## src/rtl/v_fifo_stream_pkg.sv

```systemverilog
// rtl/v_fifo_stream_pkg.sv - shared width helpers and parameter legality check for v_fifo_stream
package v_fifo_stream_pkg;

   function automatic int cnt_width(input int depth);
      return $clog2(depth + 1);
   endfunction

   function automatic int ptr_width(input int depth);
      return (depth > 1) ? $clog2(depth) : 1;
   endfunction

   // Lane addressing never wraps inside a beat only if depth is a multiple of both beat sizes.
   function automatic bit params_ok(input int w, input int r, input int depth);
      return (w > 0) && (r > 0) && (depth > 0) && (depth % w == 0) && (depth % r == 0);
   endfunction

endpackage

```

## src/rtl/v_fifo_ram.sv

```systemverilog
// rtl/v_fifo_ram.sv - element storage: W-lane synchronous write, R-lane combinational read
module v_fifo_ram #(
   parameter int NBits = 8,
   parameter int W     = 4,
   parameter int R     = 2,
   parameter int D     = 16,
   parameter int PW    = 4
) (
   input  logic                     clk_in,
   input  logic                     wr_en,
   input  logic [PW-1:0]            wr_addr,
   input  logic [W-1:0][NBits-1:0]  wr_data,
   input  logic [PW-1:0]            rd_addr,
   output logic [R-1:0][NBits-1:0]  rd_data
);

   logic [NBits-1:0] mem [D];

   // Beat base addresses are multiples of the beat size, so base + lane stays below D.
   always_ff @(posedge clk_in) begin
      if (wr_en) begin
         for (int i = 0; i < W; i++) begin
            mem[wr_addr + PW'(i)] <= wr_data[i];
         end
      end
   end

   always_comb begin
      rd_data = '0;
      for (int i = 0; i < R; i++) begin
         rd_data[i] = mem[rd_addr + PW'(i)];
      end
   end

endmodule

```

## src/rtl/v_fifo_stream.sv

```systemverilog
// rtl/v_fifo_stream.sv - width-converting show-ahead FIFO with hold/rewind replay mark
module v_fifo_stream
   import v_fifo_stream_pkg::*;
#(
   parameter int NBits            = 8,
   parameter int ElementsPerWrite = 4,
   parameter int ElementsPerRead  = 2,
   parameter int DepthElems       = 16
) (
   input  logic                                       clk_in,
   input  logic                                       rst_in,
   input  logic                                       wr_valid,
   output logic                                       wr_ready,
   input  logic [ElementsPerWrite-1:0][NBits-1:0]     wr_data,
   input  logic                                       rd_ready,
   output logic                                       rd_valid,
   output logic [ElementsPerRead-1:0][NBits-1:0]      rd_data,
   input  logic                                       hold,
   input  logic                                       rewind,
   output logic [cnt_width(DepthElems)-1:0]           avail,
   output logic [cnt_width(DepthElems)-1:0]           used,
   output logic                                       err_ovf,
   output logic                                       err_udf
);

   localparam int W  = ElementsPerWrite;
   localparam int R  = ElementsPerRead;
   localparam int D  = DepthElems;
   localparam int CW = cnt_width(D);
   localparam int PW = ptr_width(D);

   generate
      if (!params_ok(W, R, D)) begin : g_bad_params
         $error("v_fifo_stream: DepthElems must be a positive multiple of both beat sizes");
      end
   endgenerate

   logic [PW-1:0] wr_ptr, rd_ptr, mark, rd_ptr_nxt;
   logic [CW-1:0] avail_nxt, wr_add;
   logic          wr_fire, rd_fire, do_rewind;

   function automatic logic [PW-1:0] adv(input logic [PW-1:0] p, input int n);
      logic [PW:0] s;
      s = {1'b0, p} + (PW+1)'(n);
      if (s >= (PW+1)'(D)) s = s - (PW+1)'(D);
      return s[PW-1:0];
   endfunction

   assign wr_ready  = (used <= CW'(D - W));
   assign rd_valid  = (avail >= CW'(R));
   assign wr_fire   = wr_valid && wr_ready;
   assign rd_fire   = rd_valid && rd_ready;
   assign do_rewind = rewind && hold;
   assign wr_add    = wr_fire ? CW'(W) : '0;

   // A rewind replays everything from the mark, so any read in that cycle is dropped.
   always_comb begin
      rd_ptr_nxt = rd_ptr;
      avail_nxt  = avail + wr_add;
      if (do_rewind) begin
         rd_ptr_nxt = mark;
         avail_nxt  = used + wr_add;
      end else if (rd_fire) begin
         rd_ptr_nxt = adv(rd_ptr, R);
         avail_nxt  = avail + wr_add - CW'(R);
      end
   end

   always_ff @(posedge clk_in) begin
      if (rst_in) begin
         wr_ptr  <= '0;
         rd_ptr  <= '0;
         mark    <= '0;
         avail   <= '0;
         used    <= '0;
         err_ovf <= 1'b0;
         err_udf <= 1'b0;
      end else begin
         if (wr_fire) wr_ptr <= adv(wr_ptr, W);
         rd_ptr <= rd_ptr_nxt;
         avail  <= avail_nxt;
         // Without hold the mark follows the read pointer, releasing read space at once.
         if (!hold) begin
            mark <= rd_ptr_nxt;
            used <= avail_nxt;
         end else begin
            used <= used + wr_add;
         end
         if (wr_valid && !wr_ready) err_ovf <= 1'b1;
         if (rd_ready && !rd_valid && !rewind) err_udf <= 1'b1;
      end
   end

   v_fifo_ram #(
      .NBits (NBits),
      .W     (W),
      .R     (R),
      .D     (D),
      .PW    (PW)
   ) u_ram (
      .clk_in  (clk_in),
      .wr_en   (wr_fire && !rst_in),
      .wr_addr (wr_ptr),
      .wr_data (wr_data),
      .rd_addr (rd_ptr),
      .rd_data (rd_data)
   );

endmodule

```

## config.mk

```make
export PLATFORM = sky130hd
export DESIGN_NAME = v_fifo_stream
export DESIGN_NICKNAME = d
export VERILOG_FILES = /design/src/rtl/v_fifo_stream_pkg.sv /design/src/rtl/v_fifo_ram.sv /design/src/rtl/v_fifo_stream.sv
export SDC_FILE = /design/constraint.sdc
export NUM_CORES = 1
export LEC_CHECK = 0
export CAP_MARGIN = 20
export CORE_AREA = 3 3 164 118
export DETAILED_ROUTE_END_ITERATION = 8
export DIE_AREA = 0 0 167 121
export PLACE_DENSITY = 0.66
export SYNTH_ARGS = -nofsm -noshare
export SYNTH_HDL_FRONTEND = slang
export SYNTH_SLANG_ARGS = --single-unit
```

## constraint.sdc

```tcl
create_clock -name clk_in -period 3.3 [get_ports clk_in]
set_input_delay 0.66 -clock clk_in [delete_from_list [all_inputs] [get_ports clk_in]]
set_output_delay 0.66 -clock clk_in [all_outputs]
set_load 0.01 [all_outputs]
```

==> flow_summary.toml <==
[status]
outcome = "finished, final reports clean"

[run]
drv_cap = 0

[worst_setup_path]
critPathArrivalTime_ps = 2550
cp-start-kind = "flip-flop"
critPathKind = "reg -> out"
cp_max_fo = 10
end_kind = "output port"
critPathRequiredTime_ps = 2640

[finish]
nets = 539
fill_cells = 1445
diodes = 0
multiInputGateArea_mm2 = 0.00264
regArea_mm2 = 0.00429
drive_gt1_frac = 0.209
syn_to_final_growth_pct = 22.5

[place]
place_ws_ps = 174
gp_congestion = 0.780
dpl.hpwl_mm = 9.86
portBuffers = 67

[cts]
clockBufferDepth = 2
cts_made_buffers = 17
cts_tree = "done"
clock_sinks = 150
htree_levels = 4
cts-root-buf = "clkbuf_16"
path_clk_slew_ps = 60
insertion_delay_ps = 420
cts-hold-fix-buffers = 0

[synthesis]
synth_top_cell_area_share = 0.541
syn_area_per_cell_um2 = 17.2
ys.warnings.count = 0
ys_ff_latch = 150
synth_cell_type_count = 37
syn_nets = 461
synthCells = 412
ys_seq_area_frac = 0.603
async_flop_share = 0
synth_flop_cell = "edfxtp_1"
yosys-top-cells-area = "edfxtp_1 (54%), mux4_2 (16%), mux2i_1 (7.2%), dfxtp_1 (6.2%), mux4_1 (2.2%)"
synth_top_area_cell = "edfxtp_1"
syn_area_mm2 = 0.00710
synth_edf_count = 128

[timing]
fin_crit_ps = 3210
tns_ps = 0
setup_ws_ps = 94.7
rsz0062_at_grt = "no"
skew_ps = 6.99
slew_violations = 0
tightest_slew_ps = 679
max_freq_mhz = 312
post-route-period-util = 0.971
max_slew_margin = 0.543
final_hold_viol_count = 0
setup_viol = 0

[power_and_ir_drop]
pwr-share-comb = 0.163
pwr-share-clk = 0.374
p_leak_nw = 2.89
p_int_mw = 3.57
peakVddDrop_v = 0.000309
p_switching_mw = 1.16
seqPwrFrac = 0.463
swShare = 0.245
p_per_area_mw_per_mm2 = 543

[drt]
vias = 4111
finalWirelength_mm = 15.2
ant_nets = 0
wl_per_cell_um = 20.7
routed_via_density = 5.57
drc = 0
dr.pass1.iters = 4
drt-initial-drc-count = 326

[grt]
met3_usage = 0.0462
met2_usage = 0.237
met1_usage = 0.216
grt_pass1_wl_mm = 23.6
grtUsageTotal = 0.157
grt.busiest_layer = "met2"
antenna_found_initial = 0
grt_max_degree = 78
grt.overflow.total = 0
grt_pass1_vias = 4143

[floorplan]
die_x_um = 167
io_pins = 68
die-area_mm2 = 0.0202
die_y_um = 121
core_area_mm2 = 0.0179
start_util = 0.397
rows = 41

[min_path]
hold_class = "reg -> reg"
## power groups by stage
stage | sequential [mW] | combinational [mW] | clock, mW
detailed placement | 2.23 | 0.759 | 0
CTS | 2.19 | 0.781 | 1.82
floorplan | 2.22 | 0.445 | 0
global placement | 2.22 | 0.743 | 0
finish | 2.19 | 0.771 | 1.77
global route | 2.19 | 0.837 | 1.90
## stage by stage
step                      total power, mW  instance area [um^2]   util  std cells  hold slack (ps)
after global placement               2.96                  8080  0.451        702              435
after global routing                 4.93                  8700  0.486        738              482
after CTS                            4.78                  8680  0.485        738              452
after detailed placement             2.99                  8080  0.451        702              442
after floorplan                      2.66                  7100      -        412              432
final                                4.73                  8700  0.486        738              452
## cell usage after synthesis (3+ instances only)
library cell  instances
nand2_1              18
o211a_1               3
a311oi_1              4
a211oi_1              6
a22oi_1              16
ha_1                 11
o21ai_0               3
inv_1                12
mux4_2               50
edfxtp_1            128
buf_2                12
mux4_1                6
dfxtp_1              22
or3_1                 3
buf_4                 4
a21oi_1               8
or4_1                 3
mux2i_1              51
nor4_1                3
and2_1                6
clkbuf_1              7
nor2_1               16
xnor2_1               3
## worst max-delay path, cell delays in order, from the launching register on
cell and delay [ps]:
dfxtp_4 370, ha_2 220, xor2_4 170, buf_12 170, buf_4 150, mux4_1 550
mux2i_1 200, dlygate4sd2_1 300
## layer usage
layer,routed length (um),vias to the layer above
met2,7080,119
li1,-,1846
met5,0,-
met4,230,0
met1,7070,2126
met3,868,20
## timing repair
action | in CTS | in global routing
resized for setup | 9 | 9
gates cloned | 1 | 0
endpoints found under the setup margin | 8 | 6
buffers inserted | 4 | 0
## state kept, by name, summed over array words and instances, names as in the netlist
signal / flops
u_ram.mem: 128
avail: 5
mark: 4
wr_ptr: 2
err_ovf: 1
rd_ptr: 4
used: 5
err_udf: 1
## final cells by class
type	count	area share
inverters	12	0.00518
well taps	236	0.0339
multi-input cells	224	0.303
repair buffers	85	0.103
clock buffers	18	0.0493
flip-flops and latches	150	0.493
clock inverters	13	0.0124
## final timing paths
path | from | endpoint | slack, ps | cells past startpoint
worst max-delay path | rd_ptr[0] | rd_data[11] | 90 | 7
worst min-delay path | err_ovf | err_ovf | 450 | 2
worst max register to register | used[1] | avail[4] | 770 | 7
worst min register to register | err_ovf | err_ovf | 450 | 2
## placed cells by master (no fill, tap or decap), drive strengths merged, types with 4 or more instances in the layout
cell             n
clkbuf          19
dlygate4sd2      5
nor2            16
clkdlybuf4s50   58
nand2           18
ha              11
and2             6
a21oi            8
a311oi           4
inv             15
buf             17
dfxtp           22
clkinv           6
edfxtp         128
a22oi           16
mux2i           51
mux4            56
a211oi           6
## kinds of logic after synthesis
logic type | after synthesis | synth area share
compound gates | 48 | 0.0523
xor+xnor | 5 | 0.00987
flops | 150 | 0.603
mux | 108 | 0.254
fa+ha+maj | 11 | 0.0194
simple gates | 52 | 0.0344
buf+inv | 38 | 0.0266
Power figures use the tool's default switching activity.
